**config.mk**
```make
export PLATFORM = sky130hd
export DESIGN_NAME = ftdi_bus_arbiter
export DESIGN_NICKNAME = d
export VERILOG_FILES = /design/src/rtl/ftdi_bus_arbiter.sv
export SDC_FILE = /design/constraint.sdc
export NUM_CORES = 1
export LEC_CHECK = 0
export ABC_AREA = 1
export ABC_CLOCK_PERIOD_IN_PS = 4100
export CAP_MARGIN = 20
export CORE_MARGIN = 1.5
export CORE_UTILIZATION = 45
export CTS_BUF_LIST = sky130_fd_sc_hd__clkbuf_8
export DETAILED_ROUTE_END_ITERATION = 8
export PLACE_DENSITY = 0.87
export SLEW_MARGIN = 5
export SYNTH_ARGS = -nofsm -noshare
export SYNTH_HDL_FRONTEND = slang
export SYNTH_SLANG_ARGS = --single-unit
```
**constraint.sdc**
```tcl
create_clock -name ftdiclk -period 4.1 [get_ports ftdiclk]
set_input_delay 0.41 -clock ftdiclk [delete_from_list [all_inputs] [get_ports ftdiclk]]
set_output_delay 0.41 -clock ftdiclk [all_outputs]
set_load 0.05 [all_outputs]
```
**src/rtl/ftdi_bus_arbiter.sv**
```systemverilog
// Half-duplex arbiter for an FTDI synchronous FIFO bus: alternates between host-to-FPGA
// reads and FPGA-to-host writes, with per-direction burst limits when both sides are waiting.
//
// state    | meaning
// ---------|----------------------------------------------------------
// IDLE     | bus released (oe_n=1, data_oe=0); pick next direction
// RX_TURN  | FTDI drives the bus (oe_n=0), one turnaround cycle before reading
// RX_READ  | FTDI drives the bus, one word read per cycle rd_n is low
// TX_WRITE | FPGA drives the bus, one word written per cycle wr_n is low
module ftdi_bus_arbiter #(
  parameter int unsigned MAX_BURST = 64
) (
  input  logic       ftdiclk,
  input  logic       reset,
  input  logic       ftdi_rxf_n,
  input  logic       ftdi_txe_n,
  output logic       ftdi_rd_n,
  output logic       ftdi_wr_n,
  output logic       ftdi_oe_n,
  output logic       ftdi_siwu_n,
  input  logic [7:0] ftdi_data_in,
  output logic [7:0] ftdi_data_out,
  output logic       ftdi_data_oe,
  input  logic [7:0] tx_data,
  input  logic       tx_valid,
  output logic       tx_ready,
  output logic [7:0] rx_data,
  output logic       rx_valid,
  input  logic       rx_ready,
  output logic       grant_rx,
  output logic       grant_tx
);

  localparam logic [7:0] MAX_CNT = 8'(MAX_BURST);
  localparam logic       DIR_RX  = 1'b0;
  localparam logic       DIR_TX  = 1'b1;

  typedef enum logic [1:0] {
    IDLE     = 2'd0,
    RX_TURN  = 2'd1,
    RX_READ  = 2'd2,
    TX_WRITE = 2'd3
  } state_e;

  state_e     state_q, state_d;
  logic       last_dir_q, last_dir_d;
  logic [7:0] burst_cnt_q, burst_cnt_d;

  logic rx_pend, tx_pend;
  logic burst_max, rx_limit, tx_limit;
  logic rd_go, tx_rdy_int, wr_go;
  logic active;

  always_comb begin
    rx_pend   = !ftdi_rxf_n && rx_ready;
    tx_pend   = !ftdi_txe_n && tx_valid;
    burst_max = (burst_cnt_q == MAX_CNT);
    // Burst limit only bites when the other direction is actually waiting.
    rx_limit  = burst_max && tx_pend;
    tx_limit  = burst_max && rx_pend;
    rd_go      = (state_q == RX_READ) && rx_pend && !rx_limit;
    tx_rdy_int = (state_q == TX_WRITE) && !ftdi_txe_n && !tx_limit;
    wr_go      = tx_rdy_int && tx_valid;
  end

  always_comb begin
    state_d     = state_q;
    last_dir_d  = last_dir_q;
    burst_cnt_d = burst_cnt_q;
    case (state_q)
      IDLE: begin
        if (rx_pend && (!tx_pend || last_dir_q == DIR_TX)) begin
          state_d     = RX_TURN;
          burst_cnt_d = '0;
        end else if (tx_pend) begin
          state_d     = TX_WRITE;
          burst_cnt_d = '0;
        end
      end
      RX_TURN: state_d = RX_READ;
      RX_READ: begin
        if (rd_go) begin
          if (!burst_max) burst_cnt_d = burst_cnt_q + 8'd1;
        end else begin
          state_d    = IDLE;
          last_dir_d = DIR_RX;
        end
      end
      TX_WRITE: begin
        if (wr_go) begin
          if (!burst_max) burst_cnt_d = burst_cnt_q + 8'd1;
        end else begin
          state_d    = IDLE;
          last_dir_d = DIR_TX;
        end
      end
      default: state_d = IDLE;
    endcase
  end

  always_ff @(posedge ftdiclk) begin
    if (reset) begin
      state_q     <= IDLE;
      last_dir_q  <= DIR_TX;
      burst_cnt_q <= '0;
    end else begin
      state_q     <= state_d;
      last_dir_q  <= last_dir_d;
      burst_cnt_q <= burst_cnt_d;
    end
  end

  // Reset masks every strobe so the bus is released even in the cycle reset is sampled.
  always_comb begin
    active        = !reset;
    ftdi_oe_n     = !(active && (state_q == RX_TURN || state_q == RX_READ));
    ftdi_rd_n     = !(active && rd_go);
    rx_valid      = active && rd_go;
    rx_data       = ftdi_data_in;
    tx_ready      = active && tx_rdy_int;
    ftdi_wr_n     = !(active && wr_go);
    ftdi_data_oe  = active && (state_q == TX_WRITE);
    ftdi_data_out = tx_data;
    ftdi_siwu_n   = 1'b1;
    grant_rx      = active && (state_q == RX_TURN || state_q == RX_READ);
    grant_tx      = active && (state_q == TX_WRITE);
  end

endmodule

```
==> flow_summary.toml <==
[run_status]
run_status = "complete, no violations"

[sta]
fin_crit_ps = 2680
drv_slew = 0
hold_violations = 0
tightest_slew_ps = 645
worst_hold_slack_ps = 482
fin_tns_setup_ps = 0
setup_viol = 0
skew_ps = 8.19
fmax_ghz = 0.373
relSlewSlack = 0.568
fin_crit_sh = 0.654
rsz0062_at_grt = "no"

[placed_design]
place_congestion = 0.828
io_buffer_count = 13
dp_cells = 177
post-dp-hpwl_um = 1570

[synthesis]
synth_simple_gate_area_share = 0.340
netlist_area_um2 = 1000
synth_cell_types = 23
seq_area_frac_synth = 0.220
netlist_instances = 156
synth_compound_area_frac = 0.114
synth_seq_cells = 11
synth.mux.area_fraction = 0
syn_avg_cell_area_um2 = 6.41
synth-adder-area-share = 0.0876
synth_area_leaders = "dfxtp_1, buf_4, nand2_1"
synth-xor-area-share = 0.00876
synth_top_area_frac = 0.220
synth_area_leader_cell = "dfxtp_1"
synth_top_family_by_area = "simple AND/OR/NAND/NOR gates"
yosysWarnings = 0
syn_nets = 185

[grt]
track_usage = 0.175
antenna_found_initial = 0
grt_overflow_total = 0
grt_max_degree = 13
grt_pass1_wl_um = 3460
grt_pass1_vias = 851

[die]
die_h_um = 50.1
dieArea_mm2 = 0.00251
die_x_um = 50.1
fp-row-count = 16
start_util = 0.494
core_mm2 = 0.00202
ios = 47

[final_layout]
n_fill_cell = 217
nets = 184
area_growth_pct = 7.01
drive_gt1_frac = 0.0714
fin_util = 0.529
finalNonFillerCells = 181
antenna_cells = 0
layout.area.seq_um2 = 220
multiInputGateArea_um2 = 554

[setup_path]
start_kind = "flip-flop"
worst_ep_required_time_ps = 3690
worstSetupPathType = "flip-flop to output pin"
end_kind = "output pin"
r2r_cells = 6
arrival_ps = 2270
cp_max_fo = 6

[clock_network]
clk_pin_slew_worst_paths_ps = 50
cts_resized = 0
max-clock-path-buffers = 2
clock_sinks = 11
ctsHtreeMaxLevel = 1
cts_tree = "done"
cts_made_buffers = 3
insertion_delay_ps = 240
cts_setup_buffers = 0
cts_root_buf = "clkbuf_8"
cts_hold_buf = 0

[power_and_ir_drop]
power_uw = 594
p_clk_frac = 0.178
power_density_mw_per_mm2 = 556
p_sw_uw = 292
p_sw_frac = 0.491
power.leakage_nw = 0.470
peakVddDrop_mv = 0.364
internal-power_uw = 303
seq_power_share = 0.249
pwr-share-comb = 0.573

[drt]
drtPass1Iterations = 4
wl_per_cell_um = 11.3
drtIter0Drc = 21
wl_um = 2040
drc = 0
routed_via_density = 5.04
final_antenna_net_count = 0
num_vias = 913

[hold_path]
hold_path_class = "flip-flop to flip-flop"
hold_depth = 2

[job]
cap_violations = 0
[metal layers]
layer  up-vias  part of all wire  track usage
met4         0            0.0093       0.0880
met3         8             0.053       0.0685
met2        27              0.50        0.289
li1        469                 -            -
met1       409              0.43        0.193
met5         -                 0            0
[metrics by stage]
stage                     setup WS, ps  area, µm²
final                             1420       1070
after detailed placement          1460       1020
after global routing              1220       1070
after floorplan                   1580       1000
after CTS                         1400       1070
after global placement            1490       1020
[placed cells by master (no fill, tap or decap), types with 2 or more instances in the layout]
cell,n
a21oi_1,9
clkbuf_8,3
clkdlybuf4s50_1,13
dfxtp_1,11
ha_1,7
inv_1,24
nand2_1,36
nand2_2,2
nand3_1,15
nand4_1,2
nor2_1,17
o21ai_0,4
[layout make-up]
type / instances / area share
clock inverter: 1 / 0.00351
tap: 27 / 0.0316
sequential: 11 / 0.206
timing repair buffer: 13 / 0.122
multi-input combinational: 103 / 0.518
clock buffer: 3 / 0.0386
inverter: 23 / 0.0807
[critical path, stage by stage, from the launching register on]
cell,delay [ps]
dfxtp_1,340
inv_1,130
ha_1,290
inv_1,70
nor2_1,130
nand2_2,130
nor2_1,140
clkdlybuf4s50_1,820
[worst paths after layout]
path	end	slack, ps	from
hold / removal	burst_cnt_q[7]$_SDFFE_PP0P_	480	burst_cnt_q[7]$_SDFFE_PP0P_
hold reg to reg	burst_cnt_q[7]$_SDFFE_PP0P_	480	burst_cnt_q[7]$_SDFFE_PP0P_
setup reg to reg	burst_cnt_q[3]$_SDFFE_PP0P_	2360	state_q[0]$_SDFFE_PP0P_
setup / recovery	rx_valid	1420	state_q[0]$_SDFFE_PP0P_
[cell usage after synthesis]
cell / count
a21oi_1: 9
a21oi_2: 1
a21oi_4: 1
a31o_2: 1
buf_4: 18
clkbuf_1: 1
conb_1: 1
dfxtp_1: 11
ha_1: 7
inv_1: 23
nand2_1: 36
nand2_2: 2
nand3_1: 15
nand3_2: 1
nand3_4: 1
nand4_1: 2
nor2_1: 17
nor2_2: 1
nor3b_1: 1
o211ai_1: 1
o21ai_0: 4
o21bai_1: 1
xnor2_1: 1
[cells by family (layout without fill, tap and decap cells)]
group | count (synthesis) | count (layout)
other | 1 | 1
AO/OA/AOI/OAI | 18 | 18
flip-flops | 11 | 11
AND/OR/NAND/NOR | 76 | 76
adder cells (fa/ha/maj) | 7 | 7
XOR/XNOR | 1 | 1
buffers and inverters | 42 | 40
[power groups by stage]
stage / combinational (mW) / sequential [mW] / clock, mW
after floorplan: 0.302 / 0.142 / 0
after global placement: 0.329 / 0.148 / 0
after detailed placement: 0.340 / 0.150 / 0
after CTS: 0.342 / 0.148 / 0.108
after global routing: 0.375 / 0.151 / 0.117
final: 0.341 / 0.148 / 0.106
[flip-flops by register name, indices dropped and copies added (netlist names)]
signal	flops
last_dir_q	1
burst_cnt_q	8
state_q	2
Note: power is estimated with default switching activity, not from simulation.
